**config.mk**
```make
export PLATFORM = sky130hd
export DESIGN_NAME = syn_fifo_rd_stream_flat
export DESIGN_NICKNAME = d
export VERILOG_FILES = /design/src/rtl/syn_fifo_pkg.sv /design/src/rtl/syn_fifo_rd_stream_if.sv /design/src/rtl/stream_elastic_buf3.sv /design/src/rtl/syn_fifo_rd_stream.sv /design/src/flat_wrapper.sv
export SDC_FILE = /design/constraint.sdc
export NUM_CORES = 1
export LEC_CHECK = 0
export CELL_PAD_IN_SITES_DETAIL_PLACEMENT = 0
export CELL_PAD_IN_SITES_GLOBAL_PLACEMENT = 1
export CORE_ASPECT_RATIO = 1.2
export CORE_MARGIN = 2
export CORE_UTILIZATION = 48
export CTS_CLUSTER_DIAMETER = 60
export DETAILED_ROUTE_END_ITERATION = 10
export GPL_ROUTABILITY_DRIVEN = 0
export PLACE_DENSITY = 0.91
export SETUP_SLACK_MARGIN = 0.5
export SLEW_MARGIN = 20
export SYNTH_ARGS = -nofsm -noshare
export SYNTH_HDL_FRONTEND = slang
export SYNTH_HIERARCHICAL = 1
export SYNTH_SLANG_ARGS = --single-unit
```
**constraint.sdc**
```tcl
create_clock -name clk -period 3.37 [get_ports clk]
set_input_delay 0.337 -clock clk [delete_from_list [all_inputs] [get_ports clk]]
set_output_delay 0.337 -clock clk [all_outputs]
set_load 0.1 [all_outputs]
```
**src/rtl/syn_fifo_pkg.sv**
```systemverilog
// Shared constants for the synchronous FIFO family and its read-side stream adapter.
package syn_fifo_pkg;

  localparam int BUF_DEPTH   = 3;
  localparam int BUF_PTR_W   = 2;
  localparam int FIFO_RD_LAT = 1;

  // Advance a circular-buffer pointer, wrapping at BUF_DEPTH.
  function automatic logic [BUF_PTR_W-1:0] ptr_inc(input logic [BUF_PTR_W-1:0] p);
    return (p == BUF_PTR_W'(BUF_DEPTH - 1)) ? '0 : p + BUF_PTR_W'(1);
  endfunction

endpackage

```
**src/rtl/syn_fifo_rd_stream_if.sv**
```systemverilog
// FIFO read port plus downstream valid/ready stream, bundled for the read adapter.
interface syn_fifo_rd_stream_if #(
  parameter int P_DATA_W = 8
);

  logic                i_fifo_empty;
  logic [P_DATA_W-1:0] i_fifo_data;
  logic                o_fifo_rd_en;
  logic                o_valid;
  logic [P_DATA_W-1:0] o_data;
  logic                i_ready;

  // The adapter side: reads the FIFO, sources the stream.
  modport master (
    input  i_fifo_empty, i_fifo_data, i_ready,
    output o_fifo_rd_en, o_valid, o_data
  );

  // The environment side: the FIFO and the stream consumer.
  modport slave (
    output i_fifo_empty, i_fifo_data, i_ready,
    input  o_fifo_rd_en, o_valid, o_data
  );

endinterface

```
**src/rtl/stream_elastic_buf3.sv**
```systemverilog
// Three-entry circular buffer with push/pop/flush; head word is presented on dout.
// When empty, dout keeps the last popped word so the stream data never glitches.
module stream_elastic_buf3
  import syn_fifo_pkg::*;
#(
  parameter int P_DATA_W = 8
) (
  input  logic                 clk,
  input  logic                 rst,
  input  logic                 push,
  input  logic                 pop,
  input  logic                 flush,
  input  logic [P_DATA_W-1:0]  din,
  output logic [P_DATA_W-1:0]  dout,
  output logic [BUF_PTR_W-1:0] level
);

  logic [P_DATA_W-1:0]  mem [BUF_DEPTH];
  logic [BUF_PTR_W-1:0] head;
  logic [BUF_PTR_W-1:0] tail;
  logic [P_DATA_W-1:0]  last_q;
  logic                 do_push;
  logic                 do_pop;

  assign do_push = push && !flush;
  assign do_pop  = pop && (level != '0) && !flush;
  assign dout    = (level != '0) ? mem[head] : last_q;

  // Pointer and occupancy bookkeeping; flush collapses the buffer to empty.
  always_ff @(posedge clk or posedge rst) begin
    if (rst) begin
      head  <= '0;
      tail  <= '0;
      level <= '0;
    end else if (flush) begin
      head  <= '0;
      tail  <= '0;
      level <= '0;
    end else begin
      if (do_push) tail <= ptr_inc(tail);
      if (do_pop)  head <= ptr_inc(head);
      level <= level + BUF_PTR_W'(do_push) - BUF_PTR_W'(do_pop);
    end
  end

  // Entry storage, written at the tail on every accepted push.
  always_ff @(posedge clk or posedge rst) begin
    if (rst) begin
      for (int i = 0; i < BUF_DEPTH; i++) mem[i] <= '0;
    end else if (do_push) begin
      mem[tail] <= din;
    end
  end

  // Remember the word leaving the head so dout holds it once the buffer drains.
  always_ff @(posedge clk or posedge rst) begin
    if (rst) begin
      last_q <= '0;
    end else if (do_pop) begin
      last_q <= mem[head];
    end
  end

endmodule

```
**src/rtl/syn_fifo_rd_stream.sv**
```systemverilog
// Read-side adapter for syn_fifo: issues reads against buffer credits so that
// rd_en never depends on i_ready, and streams the buffered words out.
module syn_fifo_rd_stream
  import syn_fifo_pkg::*;
#(
  parameter int P_DATA_W = 8
) (
  input  logic                 clk,
  input  logic                 rst,
  syn_fifo_rd_stream_if.master bus,
  input  logic                 i_flush,
  output logic [BUF_PTR_W-1:0] o_level
);

  logic [FIFO_RD_LAT-1:0] inflight;
  logic [BUF_PTR_W-1:0]   level;
  logic [BUF_PTR_W:0]     credits_used;

  // A read is outstanding for each cycle of FIFO latency, so it already owns a slot.
  assign credits_used = {1'b0, level} + {{BUF_PTR_W{1'b0}}, inflight};

  // Reset gates the request so the FIFO sees no read while the adapter is held.
  assign bus.o_fifo_rd_en = !rst && !bus.i_fifo_empty && !i_flush &&
                            (credits_used < (BUF_PTR_W + 1)'(BUF_DEPTH));

  assign bus.o_valid = (level != '0);
  assign o_level     = level;

  // Track the read issued last cycle; its data lands on i_fifo_data this cycle.
  always_ff @(posedge clk or posedge rst) begin
    if (rst) begin
      inflight <= '0;
    end else begin
      inflight <= bus.o_fifo_rd_en;
    end
  end

  stream_elastic_buf3 #(
    .P_DATA_W (P_DATA_W)
  ) u_buf (
    .clk   (clk),
    .rst   (rst),
    .push  (inflight),
    .pop   (bus.o_valid && bus.i_ready),
    .flush (i_flush),
    .din   (bus.i_fifo_data),
    .dout  (bus.o_data),
    .level (level)
  );

endmodule

```
**src/flat_wrapper.sv**
```systemverilog
// flat-port wrapper written by rule: the top's interface ports become plain ports
module syn_fifo_rd_stream_flat import syn_fifo_pkg::*;
#(
  parameter int P_DATA_W = 8
)
  (clk, rst, i_flush, o_level, bus_i_fifo_empty, bus_i_fifo_data, bus_i_ready, bus_o_fifo_rd_en, bus_o_valid, bus_o_data);
  syn_fifo_rd_stream_if #(.P_DATA_W(P_DATA_W)) bus_i ();
  input  logic clk;
  input  logic rst;
  input  logic i_flush;
  output logic [BUF_PTR_W-1:0] o_level;
  input wire logic [$bits(bus_i.i_fifo_empty)-1:0] bus_i_fifo_empty;
  input wire logic [$bits(bus_i.i_fifo_data)-1:0] bus_i_fifo_data;
  input wire logic [$bits(bus_i.i_ready)-1:0] bus_i_ready;
  output wire logic [$bits(bus_i.o_fifo_rd_en)-1:0] bus_o_fifo_rd_en;
  output wire logic [$bits(bus_i.o_valid)-1:0] bus_o_valid;
  output wire logic [$bits(bus_i.o_data)-1:0] bus_o_data;
  assign bus_i.i_fifo_empty = bus_i_fifo_empty;
  assign bus_i.i_fifo_data = bus_i_fifo_data;
  assign bus_i.i_ready = bus_i_ready;
  assign bus_o_fifo_rd_en = bus_i.o_fifo_rd_en;
  assign bus_o_valid = bus_i.o_valid;
  assign bus_o_data = bus_i.o_data;
  syn_fifo_rd_stream #(.P_DATA_W(P_DATA_W)) u_core (.clk(clk), .rst(rst), .bus(bus_i), .i_flush(i_flush), .o_level(o_level));
endmodule
```
==> impl_metrics.csv, run 1 <==
group,metric,value,unit
run_status,status,"finished clean",
timing,rsz0062_at_grt,"no",
power_and_ir_drop,p_int,887.9,uW
detailed_routing,wl,3816,um
logic_synthesis,avgSynthCellArea,13.31,sq um
detailed_routing,drt-vias-per-instance,5.424,
final_layout,final_layout_size_suffix_gt1_share,40.00,%
timing,tightestPinTransition,0.9744,ns
timing,finClkSkew,0.004595,ns
worst_hold_path,hp-class,"in2async",
logic_synthesis,ys_ff_latch,39,
clock_tree,cts_buffers,5,
detailed_routing,dr.pass1.iters,4,
placed_design,place_ws,0.9790,ns
die,num_rows,25,
clock_tree,clockRootBuffer,"clkbuf_8",
timing,tns,0,ns
detailed_routing,drt_iter0_markers,47,
timing,setup_viol,0,
logic_synthesis,yosysWarningCount,6,
timing,max_freq,409.8,MHz
timing,relSlewSlack,34.83,%
clock_tree,postCtsHoldBufs,0,
final_layout,antenna_cells,0,
power_and_ir_drop,powerDensity,514.7,nW/um^2
detailed_routing,postRouteAntennaNets,0,
clock_tree,clk_latency,0.29,ns
power_and_ir_drop,leakagePower,1.043,nW
setup_path,worstPathArrival,2.10,ns
final_layout,final_nets,186,
setup_path,crit_type,"reg2out",
setup_path,slowest_delay,0.84,ns
detailed_routing,num_vias,1215,
setup_path,critPathSlowestCell,"dfrtp_1",
clock_tree,ctsResizeCount,0,
logic_synthesis,yosysSeqAreaShare,50.91,%
setup_path,crit_fanout,19,
logic_synthesis,ys_types,27,
die,core,3879,sq um
power_and_ir_drop,clkPwrFrac,38.4,%
detailed_routing,drc,0,
logic_synthesis,syn_nets,161,
setup_path,crit_chain,"mux2i_1, o21ai_0, mux2_2, buf_4",
clock_tree,cts_buffer_depth,2,
setup_path,start_kind,"register",
global_route,grt_max_degree,21,
die,die_area,4517,sq um
global_route,grt_usage,19.61,%
global_route,antenna_found_initial,0,
die,io_pins,25,
setup_path,crit_buf_inv,1,
timing,period_share,72.40,%
clock_tree,numClockSinks,39,
power_and_ir_drop,power_switching,301.0,uW
global_route,grt_pass1_vias,1274,
placed_design,port_buffers,24,
power_and_ir_drop,p_total,1.189,mW
logic_synthesis,synth_cells,144,
power_and_ir_drop,p_sw_share,25.31,%
final_layout,final_common_cell,"mux2_2",
die,initial_utilization,49.42,%
clock_tree,clkTransAtPathRegs,0.07,ns
setup_path,path_delay_family,"flip-flops",
detailed_routing,post_drt_wl_per_cell,17.04,um
placed_design,dp_hpwl,2617,um
power_and_ir_drop,ir_drop,0.3367,mV
clock_tree,cts_tree,"built",
clock_tree,postCtsSetupBuffers,0,
clock_tree,cts_max_level,2,
logic_synthesis,synth_area,1917,sq um
setup_path,required,3.03,ns
final_layout,area_delta_synth_final,20.50,%
final_layout,final_cell_mix,"39 x mux2_2, 37 x dfrtp_1, 15 x clkdlybuf4s50_1",
power_and_ir_drop,p_comb_share,16.1,%
flow_run,cap_violations,0,
timing,finalMaxSlewViolations,0,
global_route,grt_pass1_wl,6244,um
die,die_width,61.69,um
power_and_ir_drop,p_seq_share,45.5,%
global_route,grt_overflow,0,
setup_path,cp-end-kind,"primary output",
timing,hold_viol,0,
die,die_h,73.23,um
timing,period_minus_slack,2.440,ns
timing,worst_slack,0.9300,ns
==> final timing paths <==
| check | cells past startpoint | slack (ns) | end | from |
|---|---|---|---|---|
| max in group asynchronous | 3 | 2.10 | u_core/u_buf/level[1]$_DFF_PP0_ | rst |
| setup reg to reg | 8 | 1.07 | u_core/u_buf/level[0]$_DFF_PP0_ | u_core/u_buf/level[1]$_DFF_PP0_ |
| hold / removal | 2 | 0.23 | u_core/inflight$_DFF_PP0_ | rst |
| hold reg to reg | 1 | 0.51 | u_core/u_buf/mem[22]$_DFFE_PP0P_ | u_core/u_buf/mem[22]$_DFFE_PP0P_ |
| min in group clk | 1 | 0.51 | u_core/u_buf/mem[22]$_DFFE_PP0P_ | u_core/u_buf/mem[22]$_DFFE_PP0P_ |
| setup / recovery | 4 | 0.93 | bus_o_data[2] | u_core/u_buf/head[1]$_DFFE_PP0P_ |
==> flip-flops by register name, indices dropped and copies added (netlist names) <==
register / cells
u_core/u_buf/tail: 2
u_core/inflight: 1
u_core/u_buf/level: 2
u_core/u_buf/mem: 24
u_core/u_buf/last_q: 8
u_core/u_buf/head: 2
==> cell families after synthesis <==
group | after synthesis | share of synthesized area, %
AOI/OAI and AO/OA | 13 | 3.394
muxes | 49 | 28.20
DFF | 39 | 50.91
xor gates and xnor gates | 2 | 0.9140
adders and majority gates | 4 | 2.611
and+or+nand+nor | 27 | 11.16
buffers and inverters | 10 | 2.806
==> metrics by stage <==
stage               utilization [%]  hold WS (ns)  cells  cell area (sq um)
global placement              56.03        0.4682    216               2173
detailed placement            56.03        0.4947    216               2173
global route                  59.55        0.2348    224               2310
floorplan                         -       0.06571    144               1923
CTS                           59.55        0.2234    224               2310
finish                        59.55        0.2296    224               2310
==> metal layers <==
layer | GRT usage [%] | vias up | wire length (um)
met2 | 32.05 | 30 | 2026
met3 | 5.142 | 8 | 159
li1 | - | 563 | -
met5 | 0 | - | 0
met1 | 23.45 | 614 | 1545
met4 | 9.456 | 0 | 84
==> power groups by stage <==
| stage | Combinational (mW) | Clock (mW) | Sequential (mW) |
|---|---|---|---|
| floorplan | 0.142 | 0 | 0.545 |
| global placement | 0.184 | 0 | 0.545 |
| detailed placement | 0.191 | 0 | 0.550 |
| CTS | 0.194 | 0.466 | 0.541 |
| global route | 0.206 | 0.491 | 0.546 |
| finish | 0.191 | 0.457 | 0.541 |
==> cells in the mapped netlist <==
cell / instances / share of area [%]
or2_2: 2 / 0.65
or3_1: 1 / 0.33
o21ai_0: 9 / 2.3
nor2_1: 3 / 0.59
nand3b_1: 9 / 3.5
ha_1: 4 / 2.6
nor2b_1: 1 / 0.33
buf_2: 1 / 0.26
xnor2_1: 1 / 0.46
xor2_1: 1 / 0.46
mux2i_1: 9 / 4.7
nor2_2: 1 / 0.33
or3b_2: 1 / 0.46
nand2_1: 2 / 0.39
buf_6: 2 / 1.2
nor3b_4: 2 / 2.0
clkbuf_1: 4 / 0.78
inv_1: 3 / 0.59
nand2b_4: 1 / 0.72
mux2_2: 39 / 23
nor3_4: 1 / 0.85
a21oi_1: 4 / 1.0
or4_1: 1 / 0.39
mux2_1: 1 / 0.59
and2_1: 1 / 0.33
dfrtp_1: 39 / 51
nand2b_1: 1 / 0.33
==> cell type report <==
class	count	area [sq um]
fill	357	1569
tap	54	67.56
sequential	39	978.4
timing repair buffer	25	225.2
clock buffer	5	68.82
inverter	3	11.26
clock inverter	3	67.56
multi-input combinational	95	890.9
Note: power is estimated with default switching activity, not from simulation.
==> run 2: changes to the inputs <==
--- a/config.mk
+++ b/config.mk
@@ -9,11 +9,11 @@
 export CELL_PAD_IN_SITES_GLOBAL_PLACEMENT = 1
 export CORE_ASPECT_RATIO = 1.2
 export CORE_MARGIN = 2
-export CORE_UTILIZATION = 48
+export CORE_UTILIZATION = 44
 export CTS_CLUSTER_DIAMETER = 60
 export DETAILED_ROUTE_END_ITERATION = 10
 export GPL_ROUTABILITY_DRIVEN = 0
-export PLACE_DENSITY = 0.91
+export PLACE_DENSITY = 0.85
 export SETUP_SLACK_MARGIN = 0.5
 export SLEW_MARGIN = 20
 export SYNTH_ARGS = -nofsm -noshare
==> constraint.sdc (replaced) <==
create_clock -name clk -period 2.3 [get_ports clk]
set_input_delay 0.23 -clock clk [delete_from_list [all_inputs] [get_ports clk]]
set_output_delay 0.23 -clock clk [all_outputs]
set_load 0.1 [all_outputs]
==> run 2 against run 1 <==
- power increased by 52%
- final cell count up 5.8%
- non-clock buffer count is 11 higher
- critical path depth rose by 1
- register-to-register slack got worse by 0.78 ns
- first-iteration DRC count down 47%
- wire length is 3.8% lower
- sequential power rose by 46%
- sequential share of layout area down 4.8 points
- clock power grew 48%
==> impl_metrics.csv, run 2 (synthesis results as in run 1) <==
group,metric,value,unit
die,io_pins,25,
timing,finalMaxSlewViolations,0,
die,die_h,76.30,um
timing,relSlewSlack,68.74,%
detailed_routing,num_vias,1245,
power_and_ir_drop,leakagePower,1.151,nW
clock_tree,cts_max_level,2,
timing,setup_viol,0,
global_route,antenna_found_initial,0,
power_and_ir_drop,power_switching,461.5,uW
detailed_routing,dr.pass1.iters,3,
detailed_routing,drc,0,
clock_tree,cts_buffer_depth,2,
global_route,grt_usage,16.64,%
die,initial_utilization,45.33,%
setup_path,required,2.07,ns
final_layout,final_common_cell,"dfrtp_1",
timing,hold_viol,0,
die,core,4229,sq um
clock_tree,numClockSinks,39,
global_route,grt_pass1_vias,1306,
setup_path,r2r_start,"u_core/u_buf/level[0]$_DFF_PP0_",
power_and_ir_drop,powerDensity,686.4,nW/um^2
clock_tree,cts_tree,"built",
setup_path,crit_fanout,3,
die,num_rows,26,
power_and_ir_drop,p_comb_share,18.9,%
placed_design,port_buffers,24,
flow_run,cap_violations,0,
power_and_ir_drop,ir_drop,0.4254,mV
power_and_ir_drop,clkPwrFrac,37.4,%
detailed_routing,post_drt_wl_per_cell,15.49,um
setup_path,cp-end-kind,"primary output",
final_layout,final_nets,197,
timing,period_share,93.33,%
final_layout,regMostFlops,"u_core/u_buf/mem",
global_route,grt_overflow,0,
detailed_routing,postRouteAntennaNets,0,
worst_hold_path,hp-class,"in2async",
detailed_routing,drt-vias-per-instance,5.253,
clock_tree,postCtsHoldBufs,0,
clock_tree,clockRootBuffer,"clkbuf_8",
setup_path,reg2reg_setup_slack,0.29,ns
setup_path,crit_type,"reg2out",
clock_tree,clkTransAtPathRegs,0.07,ns
die,die_width,64.25,um
final_layout,reg.largest.list,"u_core/u_buf/mem (24), u_core/u_buf/last_q (8)",
die,die_area,4902,sq um
timing,period_minus_slack,2.147,ns
clock_tree,clk_latency,0.30,ns
clock_tree,cts_buffers,5,
setup_path,worstPathArrival,1.92,ns
power_and_ir_drop,p_total,1.808,mW
timing,tns,0,ns
global_route,grt_pass1_wl,6244,um
final_layout,area_delta_synth_final,37.40,%
setup_path,r2r_end,"u_core/u_buf/level[0]$_DFF_PP0_",
timing,tightestPinTransition,0.4673,ns
final_layout,final_cell_mix,"34 x dfrtp_1, 31 x mux2_2, 12 x clkdlybuf4s50_1, 12 x buf_4, 11 x buf_12",
placed_design,dp_hpwl,2463,um
timing,rsz0062_at_grt,"yes",
detailed_routing,wl,3672,um
timing,max_freq,465.9,MHz
setup_path,start_kind,"register",
power_and_ir_drop,p_seq_share,43.8,%
global_route,grt_max_degree,39,
power_and_ir_drop,p_int,1.346,mW
detailed_routing,drt_iter0_markers,25,
final_layout,largest_reg_flops,24,
setup_path,reg2regPathDepth,9,
power_and_ir_drop,p_sw_share,25.53,%
final_layout,antenna_cells,0,
run_status,status,"finished clean",
final_layout,final_layout_size_suffix_gt1_share,50.83,%
timing,finClkSkew,0.004843,ns
==> run 2: cell types whose count changed in the layout (fill, tap and decap cells not counted), moves of 6 or more <==
cell     before  now
buf_12        0   11
mux2_2       39   31
mux2_4        0    8
o21ai_0       9    3
==> run 2: worst max-delay path: stages (launching register included) <==
cell and delay [ns]:
dfrtp_4 0.50, ha_4 0.17, ha_1 0.17, or4_4 0.43, a21oi_4 0.16, buf_12 0.19
==> run 2: through the flow <==
stage	hold slack, ns	std cells	utilization (%)	cell area [sq um]	setup WS, ns
3_5_place_dp	0.4421	220	55.92	2365	0.2755
3_3_place_gp	0.4305	220	55.92	2365	0.2983
5_1_grt	0.1531	237	62.28	2634	0.1082
6_report	0.1323	237	62.28	2634	0.1535
4_1_cts	0.1322	233	60.74	2569	0.1346
2_1_floorplan	-0.04129	144	-	1989	0.04504
==> run 2: how the worst max path moves through the flow <==
stage	startpoint	end	slack, ns
5_1_grt	u_core/u_buf/level[0]$_DFF_PP0_	bus_o_fifo_rd_en	0.11
6_report	u_core/u_buf/level[0]$_DFF_PP0_	bus_o_fifo_rd_en	0.15
2_1_floorplan	u_core/u_buf/level[0]$_DFF_PP0_	u_core/u_buf/level[0]$_DFF_PP0_	0.05
3_3_place_gp	u_core/u_buf/level[0]$_DFF_PP0_	u_core/u_buf/level[1]$_DFF_PP0_	0.30
3_5_place_dp	u_core/u_buf/level[0]$_DFF_PP0_	u_core/u_buf/level[0]$_DFF_PP0_	0.28
4_1_cts	u_core/u_buf/level[0]$_DFF_PP0_	bus_o_fifo_rd_en	0.13
==> run 2: repair_timing <==
| action | 4_1_cts | 5_1_grt |
|---|---|---|
| endpoints found under the hold margin | 0 | 0 |
| setup endpoints to repair | 11 | 11 |
| pin swaps | 4 | 0 |
| gates resized for setup | 12 | 6 |
| buffers inserted | 5 | 4 |
==> run 2: area by class of cell <==
| cell class | instances | area (sq um) |
|---|---|---|
| Clock inverter | 2 | 60.06 |
| Timing Repair Buffer | 36 | 437.9 |
| Multi-Input combinational cell | 95 | 992.2 |
| Inverter | 3 | 11.26 |
| Sequential cell | 39 | 989.7 |
| Fill cell | 337 | 1595 |
| Clock buffer | 6 | 72.57 |
| Tap cell | 56 | 70.07 |
==> run 2: power groups by stage <==
stage | registers (mW) | clock network, mW | logic [mW]
finish | 0.792 | 0.675 | 0.341
global route | 0.802 | 0.722 | 0.366
CTS | 0.791 | 0.683 | 0.336
detailed placement | 0.806 | 0 | 0.326
global placement | 0.800 | 0 | 0.317
floorplan | 0.799 | 0 | 0.222
==> run 2: routing by layer <==
layer	vias to the layer above	share of wire (%)	track usage (%)
met5	-	0	0
met4	0	2.1	7.872
met3	8	2.6	3.102
met2	18	53	27.19
met1	632	42	21.18
li1	587	-	-
==> run 3: changes to the inputs <==
--- a/config.mk
+++ b/config.mk
@@ -9,12 +9,14 @@
 export CELL_PAD_IN_SITES_GLOBAL_PLACEMENT = 1
 export CORE_ASPECT_RATIO = 1.2
 export CORE_MARGIN = 2
-export CORE_UTILIZATION = 44
+export CORE_UTILIZATION = 40
 export CTS_CLUSTER_DIAMETER = 60
 export DETAILED_ROUTE_END_ITERATION = 10
 export GPL_ROUTABILITY_DRIVEN = 0
-export PLACE_DENSITY = 0.85
+export MAX_ROUTING_LAYER = met4
+export PLACE_DENSITY = 0.79
 export SETUP_SLACK_MARGIN = 0.5
+export SKIP_LAST_GASP = 1
 export SLEW_MARGIN = 20
 export SYNTH_ARGS = -nofsm -noshare
 export SYNTH_HDL_FRONTEND = slang
==> run 3 against run 2 <==
- core utilization decreased by 5.6 points
- critical endpoint unchanged
- global-route usage rose by 0.77 points
- register-to-register slack improved by 0.04 ns
- combinational power is 3% lower
- cell area down 1.2%
- first-iteration DRC count increased by 92%
==> impl_metrics.csv, run 3 (synthesis results as in run 1) <==
group,metric,value,unit
final_layout,final_design_area_no_fill,2603,sq um
setup_path,required,2.07,ns
placed_design,port_buffers,24,
final_layout,final_layout_size_suffix_gt1_share,48.89,%
global_route,grt_pass1_vias,1349,
setup_path,worstPathArrival,1.90,ns
timing,tightestPinTransition,0.5893,ns
die,core,4594,sq um
clock_tree,clkTransAtPathRegs,0.08,ns
setup_path,start_kind,"register",
clock_tree,cts_buffers,5,
timing,max_freq,468.4,MHz
global_route,grt_overflow,0,
clock_tree,numClockSinks,39,
setup_path,cpMostUsedCell,"ha_4",
clock_tree,clockRootBuffer,"clkbuf_8",
timing,fin_hold_ws,0.1300,ns
die,initial_utilization,41.72,%
detailed_routing,drt_iter0_markers,48,
global_route,antenna_found_initial,0,
detailed_routing,wl,3939,um
final_layout,antenna_cells,0,
detailed_routing,drt-vias-per-instance,5.134,
setup_path,crit_fanout,3,
detailed_routing,drc,0,
global_route,grt_max_degree,39,
die,die_area,5364,sq um
final_layout,area_delta_synth_final,35.77,%
timing,tns,0,ns
setup_path,r2r_start,"u_core/u_buf/level[0]$_DFF_PP0_",
clock_tree,clk_latency,0.29,ns
die,die_h,79.83,um
setup_path,slowest_delay,0.51,ns
die,die_width,67.20,um
detailed_routing,post_drt_wl_per_cell,16.55,um
timing,setup_viol,0,
timing,finClkSkew,0.007477,ns
timing,finalMaxSlewViolations,0,
detailed_routing,num_vias,1222,
die,num_rows,27,
final_layout,final_common_cell,"dfrtp_1",
placed_design,dp_hpwl,2622,um
clock_tree,cts_buffer_depth,2,
setup_path,crit_chain,"ha_4, ha_4, or4_4, a21oi_4, buf_12",
setup_path,critPathSlowestCell,"dfrtp_4",
clock_tree,cts_tree,"built",
run_status,status,"finished clean",
timing,relSlewSlack,60.71,%
setup_path,r2r_end,"u_core/u_buf/level[1]$_DFF_PP0_",
timing,rsz0062_at_grt,"yes",
power_and_ir_drop,ir_drop,0.5215,mV
final_layout,reg.largest.list,"u_core/u_buf/mem (24), u_core/u_buf/last_q (8)",
detailed_routing,dr.pass1.iters,4,
final_layout,final_nets,196,
setup_path,crit_type,"reg2out",
worst_hold_path,hp-class,"in2async",
timing,period_minus_slack,2.135,ns
timing,period_share,92.82,%
power_and_ir_drop,powerDensity,659.6,nW/um^2
placed_design,postPlaceCellArea,2390,sq um
setup_path,reg2reg_setup_slack,0.33,ns
final_layout,largest_reg_flops,24,
setup_path,cp-end-kind,"primary output",
clock_tree,cts_max_level,2,
power_and_ir_drop,leakagePower,1.129,nW
setup_path,reg2regPathDepth,10,
global_route,grt_usage,17.41,%
detailed_routing,postRouteAntennaNets,0,
setup_path,crit_buf_inv,1,
timing,hold_viol,0,
final_layout,final_cell_mix,"35 x dfrtp_1, 31 x mux2_2, 12 x clkdlybuf4s50_1, 12 x buf_4, 10 x buf_12",
flow_run,cap_violations,0,
global_route,grt_pass1_wl,6665,um
die,io_pins,25,
setup_path,path_delay_family,"flip-flops",
final_layout,regMostFlops,"u_core/u_buf/mem",
-- run 3: per-layer routing --
layer | share of wire [%] | global-route usage, % | vias to the layer above
li1 | - | - | 580
met1 | 43 | 20.66 | 622
met4 | 1.2 | 6.122 | 0
met5 | 0 | - | -
met3 | 2.9 | 4.231 | 5
met2 | 52 | 28.61 | 15
-- run 3: what timing repair did --
action | CTS | global route
hold endpoints to repair | 0 | 0
pin swaps | 2 | 4
resized for setup | 10 | 1
setup endpoints to repair | 11 | 11
buffers inserted | 5 | 0
hold buffers | 0 | 0
-- run 3: layout make-up --
type / count / area [sq um]
clock inverters: 2 / 35.03
flip-flops and latches: 39 / 988.4
multi-input cells: 95 / 991.0
repair buffers: 35 / 421.7
fillers: 397 / 1992
inverters: 3 / 11.26
well taps: 58 / 72.57
clock buffers: 6 / 82.58
-- run 3: worst max-delay path by stage --
stage                                          from                         endpoint  slack (ns)  cells past startpoint
floorplan           u_core/u_buf/level[0]$_DFF_PP0_  u_core/u_buf/level[0]$_DFF_PP0_        0.05                      8
global route        u_core/u_buf/level[0]$_DFF_PP0_                 bus_o_fifo_rd_en        0.12                      5
global placement                            i_flush                 bus_o_fifo_rd_en        0.31                      4
finish              u_core/u_buf/level[0]$_DFF_PP0_                 bus_o_fifo_rd_en        0.17                      5
CTS                 u_core/u_buf/level[0]$_DFF_PP0_                 bus_o_fifo_rd_en        0.16                      5
detailed placement  u_core/u_buf/level[0]$_DFF_PP0_  u_core/u_buf/level[1]$_DFF_PP0_        0.27                      9
-- run 3: report_power, final --
| group | internal, mW | switching [mW] |
|---|---|---|
| registers | 0.753 | 0.0391 |
| clock network | 0.351 | 0.244 |
| logic | 0.154 | 0.175 |
| total | 1.26 | 0.458 |
-- run 3: metrics by stage --
step / utilization [%] / total power, mW / worst slack (ns) / instances
after floorplan: - / 1.021 / 0.04504 / 144
after global placement: 52.02 / 1.115 / 0.3054 / 225
after detailed placement: 52.02 / 1.131 / 0.2695 / 225
after CTS: 56.37 / 1.733 / 0.1644 / 238
after global routing: 56.64 / 1.791 / 0.1199 / 238
final: 56.64 / 1.717 / 0.1652 / 238
-- run 3: worst register-to-register path, cell delays in order (launching register included) --
cell and delay [ns]:
dfrtp_4 0.51, buf_4 0.15, buf_6 0.11, buf_4 0.14, o21ai_4 0.18, nor2_4 0.07, ha_4 0.26, inv_1 0.03
ha_1 0.18, xnor2_1 0.16, nor2_1 0.07
